File: src/rtl/ysyx_25040109_mdu.sv
// Iterative RV32M multiply/divide unit: 32-cycle shift-add multiply, restoring divide.
// Latency 33 cycles accept->out_valid (1 for div-by-zero/overflow); result held in DONE until out_ready.
module ysyx_25040109_mdu #(
  parameter int XLEN = 32
) (
  input  logic            clk,
  input  logic            rst,
  input  logic            in_valid,
  output logic            in_ready,
  input  logic [2:0]      funct3,
  input  logic [XLEN-1:0] src1,
  input  logic [XLEN-1:0] src2,
  input  logic [4:0]      rd_in,
  input  logic            flush,
  output logic            out_valid,
  input  logic            out_ready,
  output logic [XLEN-1:0] result,
  output logic [4:0]      rd_out,
  output logic            busy
);

  localparam int            CW   = $clog2(XLEN);
  localparam logic [CW-1:0] LAST = CW'(XLEN - 1);

  typedef enum logic [1:0] {IDLE, BUSY, DONE} state_t;
  state_t state, state_nxt;

  logic [2:0]      op;
  logic            neg_res;
  logic [XLEN-1:0] opb;
  logic [XLEN-1:0] acc_hi;
  logic [XLEN-1:0] acc_lo;
  logic [CW-1:0]   cnt;

  logic            sgn1, sgn2, neg1, neg2;
  logic            div_zero, div_ovf, special, accept;
  logic [XLEN-1:0] mag1, mag2, special_val;

  // Operands are reduced to magnitudes up front; the sign is reapplied once at the end.
  always_comb begin
    sgn1     = (funct3 == 3'b001) || (funct3 == 3'b010) || (funct3 == 3'b100) || (funct3 == 3'b110);
    sgn2     = (funct3 == 3'b001) || (funct3 == 3'b100) || (funct3 == 3'b110);
    neg1     = sgn1 && src1[XLEN-1];
    neg2     = sgn2 && src2[XLEN-1];
    mag1     = neg1 ? -src1 : src1;
    mag2     = neg2 ? -src2 : src2;
    div_zero = funct3[2] && (src2 == '0);
    div_ovf  = funct3[2] && !funct3[0] && (src1 == {1'b1, {(XLEN-1){1'b0}}}) && (src2 == '1);
    special  = div_zero || div_ovf;
    if (div_zero) special_val = funct3[1] ? src1 : '1;
    else          special_val = funct3[1] ? '0 : src1;
  end

  always_ff @(posedge clk) begin
    if (rst) state <= IDLE;
    else     state <= state_nxt;
  end

  always_comb begin
    state_nxt = state;
    accept    = 1'b0;
    in_ready  = (state == IDLE);
    out_valid = (state == DONE);
    busy      = (state != IDLE);
    case (state)
      IDLE: if (in_valid && !flush) begin
        accept    = 1'b1;
        state_nxt = special ? DONE : BUSY;
      end
      BUSY: begin
        if (flush)             state_nxt = IDLE;
        else if (cnt == LAST)  state_nxt = DONE;
      end
      DONE: if (flush || out_ready) state_nxt = IDLE;
      default: state_nxt = IDLE;
    endcase
  end

  logic [XLEN:0]     sum, shifted, diff;
  logic [XLEN-1:0]   hi_n, lo_n, div_val, fin;
  logic [2*XLEN-1:0] prod, prod_s;

  // acc_hi:acc_lo is the partial product (multiply) or remainder:quotient (divide).
  always_comb begin
    sum     = {1'b0, acc_hi} + (acc_lo[0] ? {1'b0, opb} : '0);
    shifted = {acc_hi, acc_lo[XLEN-1]};
    diff    = shifted - {1'b0, opb};
    if (op[2]) begin
      hi_n = diff[XLEN] ? shifted[XLEN-1:0] : diff[XLEN-1:0];
      lo_n = {acc_lo[XLEN-2:0], ~diff[XLEN]};
    end else begin
      hi_n = sum[XLEN:1];
      lo_n = {sum[0], acc_lo[XLEN-1:1]};
    end
    prod    = {hi_n, lo_n};
    prod_s  = neg_res ? -prod : prod;
    div_val = op[1] ? hi_n : lo_n;
    if (op[2])              fin = neg_res ? -div_val : div_val;
    else if (op[1:0] == 2'b00) fin = prod_s[XLEN-1:0];
    else                    fin = prod_s[2*XLEN-1:XLEN];
  end

  always_ff @(posedge clk) begin
    if (rst) begin
      op      <= '0;
      neg_res <= 1'b0;
      opb     <= '0;
      acc_hi  <= '0;
      acc_lo  <= '0;
      cnt     <= '0;
      result  <= '0;
      rd_out  <= '0;
    end else if (accept) begin
      op      <= funct3;
      rd_out  <= rd_in;
      cnt     <= '0;
      acc_hi  <= '0;
      neg_res <= (funct3[2] && funct3[1]) ? neg1 : (neg1 ^ neg2);
      opb     <= funct3[2] ? mag2 : mag1;
      acc_lo  <= funct3[2] ? mag1 : mag2;
      if (special) result <= special_val;
    end else if (state == BUSY) begin
      if (flush) begin
        cnt <= '0;
      end else begin
        acc_hi <= hi_n;
        acc_lo <= lo_n;
        cnt    <= cnt + 1'b1;
        if (cnt == LAST) result <= fin;
      end
    end
  end

endmodule

File: config.mk
export PLATFORM = sky130hd
export DESIGN_NAME = ysyx_25040109_mdu
export DESIGN_NICKNAME = d
export VERILOG_FILES = /design/src/rtl/ysyx_25040109_mdu.sv
export SDC_FILE = /design/constraint.sdc
export NUM_CORES = 1
export LEC_CHECK = 0
export ABC_CLOCK_PERIOD_IN_PS = 17460
export CAP_MARGIN = 20
export CORE_ASPECT_RATIO = 1.2
export CORE_MARGIN = 2
export CORE_UTILIZATION = 50
export CTS_CLUSTER_DIAMETER = 150
export DETAILED_ROUTE_END_ITERATION = 10
export PLACE_DENSITY = 0.8
export SYNTH_ARGS = -nofsm -noshare
export SYNTH_HDL_FRONTEND = slang
export SYNTH_SLANG_ARGS = --single-unit
File: constraint.sdc
create_clock -name clk -period 17.46 [get_ports clk]
set_clock_uncertainty 0.1 [all_clocks]
set_input_delay 3.492 -clock clk [delete_from_list [all_inputs] [get_ports clk]]
set_output_delay 3.492 -clock clk [all_outputs]
set_load 0.01 [all_outputs]
==> results of run 1 <==
[cell type report]
type / instances / area (um2) / share of cell area (%)
tap: 468 / 586 / 2.92
clock inverter: 12 / 146 / 0.729
inverter: 65 / 244 / 1.21
multi-input combinational: 2301 / 14300 / 71.3
sequential: 144 / 2890 / 14.4
clock buffer: 20 / 467 / 2.32
timing repair buffer: 150 / 1440 / 7.15
[placed cells by master (no fill, tap or decap), types with 62 or more instances in the layout]
| cell type | synthesis | layout |
|---|---|---|
| nand2_1 | 353 | 353 |
| nor2_1 | 329 | 326 |
| a21oi_1 | 262 | 262 |
| o21ai_0 | 166 | 166 |
| dfxtp_1 | 144 | 141 |
| clkdlybuf4s50_1 | 0 | 114 |
| nor3_1 | 96 | 96 |
| xnor2_1 | 92 | 92 |
| o211ai_1 | 85 | 85 |
| mux2i_1 | 81 | 81 |
| a211oi_1 | 72 | 72 |
| ha_1 | 71 | 71 |
| inv_1 | 62 | 62 |
| xor2_1 | 62 | 62 |
[kinds of logic (layout without fill, tap and decap cells)]
group,after synthesis,in the layout
compound gates,856,856
xor+xnor,156,156
fa+ha+maj,99,99
buf+inv,256,247
flops,144,144
mux,105,105
simple gates,1085,1085
[metrics by stage]
step | total power, mW | hold slack (ns)
floorplan | 0.714 | 0.332
global placement | 0.854 | 0.341
detailed placement | 0.861 | 0.347
CTS | 1.25 | 0.355
global route | 1.32 | 0.375
finish | 1.28 | 0.353
[path summary, 6_finish.rpt]
kind	startpoint	endpoint	slack, ns	cells past startpoint
hold reg to reg	rd_out[3]	rd_out[3]	0.35	2
setup reg to reg	acc_lo[31]	result[30]	9.71	28
setup / recovery	src2[2]	result[25]	9.39	16
hold / removal	rd_out[3]	rd_out[3]	0.35	2
[power groups by stage]
stage	Combinational, mW	Clock [mW]	Sequential, mW
after global placement	0.485	0	0.370
after detailed placement	0.491	0	0.370
final	0.516	0.395	0.365
after CTS	0.495	0.395	0.363
after floorplan	0.357	0	0.357
after global routing	0.551	0.405	0.365
[critical path, cell delays in order]
cell	delay, ns
clkdlybuf4s50_1	0.50
or4_1	0.56
nor3_1	0.48
nand4b_1	0.28
nor4_1	0.47
nand3_1	0.27
nor4b_2	0.29
buf_4	0.44
nor2_1	0.23
nor2_1	0.33
nor2_2	0.07
buf_4	0.27
a311oi_1	0.27
o21ai_0	0.11
a21oi_1	0.13
a211oi_1	0.08
[registers in the layout, indices dropped and copies added (netlist names)]
name	cells
state	2
op	3
acc_lo	32
result	32
acc_hi	32
rd_out	5
neg_res	1
opb	32
cnt	5
[layer usage]
| layer | up-vias | track usage (%) | wire length, um |
|---|---|---|---|
| li1 | 9878 | - | - |
| met1 | 9888 | 48.5 | 28200 |
| met2 | 1359 | 59.3 | 32300 |
| met3 | 265 | 7.89 | 8190 |
| met4 | 0 | 23.9 | 4800 |
| met5 | - | 0 | 0 |
==> impl_metrics.ini, run 1 <==
[final_layout]
area_growth_syn_to_layout_pct = 10.6
drive_above_1_share_pct = 5.53
layoutNonFillerInstCount = 3160
fin_area_mm2 = 0.0201
filler_cell_count = 3407
fin_nets = 2829
diodes = 0
final_util_pct = 56.0

[worst_setup_path]
worstSetupStartpointType = input pin
cp-end-kind = register
critical_path_class = in -> reg
path_max_fanout = 38
crit_arrival_ns = 8.30
critPathRequiredTime_ns = 17.69

[synth]
async_flop_share_pct = 0
synth_top_area_share_pct = 15.9
synth_most_common_cell = nand2_1
synth-edff-count = 0
synth_nets = 2851
syn_inst = 2701
syn_area_per_cell_um2 = 6.72
synth-xor-area-share_pct = 7.67
ys_seq_area_share_pct = 15.9
synth_common_cells = nand2_1, nor2_1, a21oi_1
synth_compound_area_share_pct = 30.7
yosys.area_share.simple_pct = 27.5
syn_area_mm2 = 0.0182
yosys_most_used_dff = dfxtp_1
synth_mux_area_share_pct = 6.22
synthTopCellsByArea = dfxtp_1, nand2_1, a21oi_1
yosys.area.top_type = dfxtp_1
synth_seq_cells = 144
ys_warn_count = 0
synth_fa_ha_area_share_pct = 6.54
synth_top_family_by_area = compound AO/OA/AOI/OAI gates
synth_cell_type_count = 94

[power_and_ir_drop]
p_clk_share_pct = 30.9
p_sw_share_pct = 41.2
p_per_area_mw_per_mm2 = 63.5
p_leak_nw = 7.20
ir_drop_v = 0.0000809
p_int_uw = 749
p_sw_uw = 526
sequentialPowerShare_pct = 28.6
power_frac_comb_pct = 40.4

[clock_tree]
clockRootBuffer = clkbuf_16
cts_tree = built
ctsHtreeMaxLevel = 4
cts.path.max_buffers = 2
hold_buffers = 0
post-cts-setup-buffers = 0
cts.sinks = 144
clk_pin_slew_worst_paths_ns = 0.07
ctsResizeCount = 0
clk_latency_ns = 0.46
cts_buffers = 17

[timing]
max_slew.worst_pin.slew_ns = 1.09
finalHoldViolCount = 0
max_freq_ghz = 0.124
fin_crit_sh_pct = 46.2
maxSlewViolCount = 0
maxSlewHeadroom_pct = 27.0
finalCriticalPeriod_ns = 8.07
rsz0062_at_grt = no
tns_ns = 0
setup_viol = 0
fin_ws_ns = 9.39

[global_route]
grt_pass1_vias = 19700
antenna_found_initial = 0
grt_first_pass_wirelength_um = 113000
grt_max_degree = 118
grt.overflow.total = 0
track_usage_pct = 38.3

[detailed_routing]
drtIter0Drc = 2533
firstDrtPassIters = 8
ant_nets = 0
wl_per_cell_um = 23.3
viasPerCell = 6.77
vias = 21400
wl_um = 73500
drc = 0

[job]
cap_violations = 0

[placement]
post_dp_cell_area_mm2 = 0.0194
gp_congestion = 1.02
io_buffers = 116
dp_cells = 3125
post-dp-hpwl_um = 56000
dp_slack_ns = 8.95

[floorplan]
rows = 76
die_width_um = 178
fp.coreArea_mm2 = 0.0358
dieArea_mm2 = 0.0379
initial_core_util_pct = 50.7
die_h_um = 213
pin_count = 117

[status]
status = finished clean

[min_path]
hp-class = reg -> reg
Note: power is estimated with default switching activity, not from simulation.
==> run 2: changes to the inputs <==
--- a/config.mk
+++ b/config.mk
@@ -5,7 +5,7 @@
 export SDC_FILE = /design/constraint.sdc
 export NUM_CORES = 1
 export LEC_CHECK = 0
-export ABC_CLOCK_PERIOD_IN_PS = 17460
+export ABC_CLOCK_PERIOD_IN_PS = 8400
 export CAP_MARGIN = 20
 export CORE_ASPECT_RATIO = 1.2
 export CORE_MARGIN = 2
==> constraint.sdc (replaced) <==
create_clock -name clk -period 8.4 [get_ports clk]
set_clock_uncertainty 0.1 [all_clocks]
set_input_delay 1.68 -clock clk [delete_from_list [all_inputs] [get_ports clk]]
set_output_delay 1.68 -clock clk [all_outputs]
set_load 0.01 [all_outputs]
==> run 2 against run 1 <==
First-iteration DRC count up 13%. Sequential power is 110% higher. Power grew 110%. Die area is the same. Non-clock buffer count rose by 4. Critical endpoint is now result[30]. Combinational power up 120%. Worst setup slack worse by 8.5 ns. Routed wire length grew 7.7%. Sequential share of layout area is essentially flat. Via count rose by 0.86%. Clock-buffer cell count down 2.
==> impl_metrics.ini, run 2 (synthesized netlist as in run 1, its figures left out) <==
[timing]
finalCriticalPeriod_ns = 7.49
rsz0062_at_grt = no
maxSlewHeadroom_pct = 16.5
max_slew.worst_pin.slew_ns = 1.24
finalHoldViolCount = 0
maxSlewViolCount = 0
fin_crit_sh_pct = 89.1
setup_viol = 0
max_freq_ghz = 0.134
tns_ns = 0

[detailed_routing]
wl_um = 79100
wl_per_cell_um = 25.0
vias = 21600
ant_nets = 0
drc = 0
viasPerCell = 6.82
drtIter0Drc = 2865
firstDrtPassIters = 6

[final_layout]
final_cell_mix = nand2_1, nor2_1, a21oi_1
fin_area_mm2 = 0.0201
multi_input_area_mm2 = 0.0143
diodes = 0
layout_commonest_cell = nand2_1
final_util_pct = 56.1
fin_nets = 2833
area_growth_syn_to_layout_pct = 10.6
drive_above_1_share_pct = 5.64
seqCellArea_mm2 = 0.00289
filler_cell_count = 3490

[worst_setup_path]
critical-path-max-stage-delay_ns = 0.73
crit_slowest_cell = nor4_1
critPathRequiredTime_ns = 8.64
worstSetupStartpointType = register
cp-end-kind = register
path_max_fanout = 8
crit_arrival_ns = 7.73
critical_path_class = reg -> reg

[clock_tree]
ctsHtreeMaxLevel = 4
ctsResizeCount = 0
cts_buffers = 17
cts.path.max_buffers = 2
cts_tree = built
clk_latency_ns = 0.47
clk_pin_slew_worst_paths_ns = 0.07
hold_buffers = 0
clockRootBuffer = clkbuf_16
post-cts-setup-buffers = 0
cts.sinks = 144

[floorplan]
fp.coreArea_mm2 = 0.0358
dieArea_mm2 = 0.0379
die_h_um = 213
initial_core_util_pct = 50.7
rows = 76
pin_count = 117
die_width_um = 178

[global_route]
grt.overflow.total = 0
grt_first_pass_wirelength_um = 118000
antenna_found_initial = 1
track_usage_pct = 41.2
grt_pass1_vias = 19800
grt_max_degree = 109

[power_and_ir_drop]
p_per_area_mw_per_mm2 = 134
ir_drop_v = 0.000124
p_leak_nw = 7.21

[status]
status = finished clean

[placement]
post_dp_cell_area_mm2 = 0.0195
io_buffers = 116
post-dp-hpwl_um = 60500
gp_congestion = 1.04

[min_path]
hp-class = reg -> reg

[job]
cap_violations = 0
-- run 2: routing by layer --
metal	track usage [%]	wire (um)
met5	0	0
met4	24.3	5280
met3	8.89	8320
met2	63.5	34100
met1	52.8	31400
-- run 2: worst max-delay path: cells and delay by family (launching register included) --
kind	cells	cell delay, ns
and+or+nand+nor	8	2.89
xor gates and xnor gates	1	0.11
buffers and inverters	4	0.49
DFF	1	0.46
adders and majority gates	3	0.83
AOI/OAI and AO/OA	10	2.48
-- run 2: stage by stage --
step           cells  hold slack (ns)  setup slack, ns  power [mW]
2_1_floorplan   2701            0.332             2.29        1.48
3_3_place_gp    3132            0.338             1.40        1.82
3_5_place_dp    3132            0.345             1.17        1.83
4_1_cts         3164            0.354             1.09        2.65
5_1_grt         3164            0.370            0.286        2.78
6_report        3164            0.352            0.914        2.69
-- run 2: worst paths after layout --
check / from / to / slack (ns) / cells past startpoint
worst max register to register: acc_lo[31] / result[30] / 0.91 / 26
worst min-delay path: result[6] / result[6] / 0.35 / 2
worst min register to register: result[6] / result[6] / 0.35 / 2
worst max-delay path: acc_lo[31] / result[30] / 0.91 / 26
-- run 2: power breakdown --
part | leakage [nW] | internal [mW] | switching [mW]
sequential | 1.17 | 0.709 | 0.0440
combinational | 5.75 | 0.381 | 0.729
clock | 0.288 | 0.472 | 0.358
-- run 2: cell type report --
type | count | share of cell area, %
multi-input combinational | 2301 | 71.2
inverter | 65 | 1.21
tap | 468 | 2.91
clock inverter | 14 | 0.890
sequential | 144 | 14.4
clock buffer | 18 | 2.14
timing repair buffer | 154 | 7.22
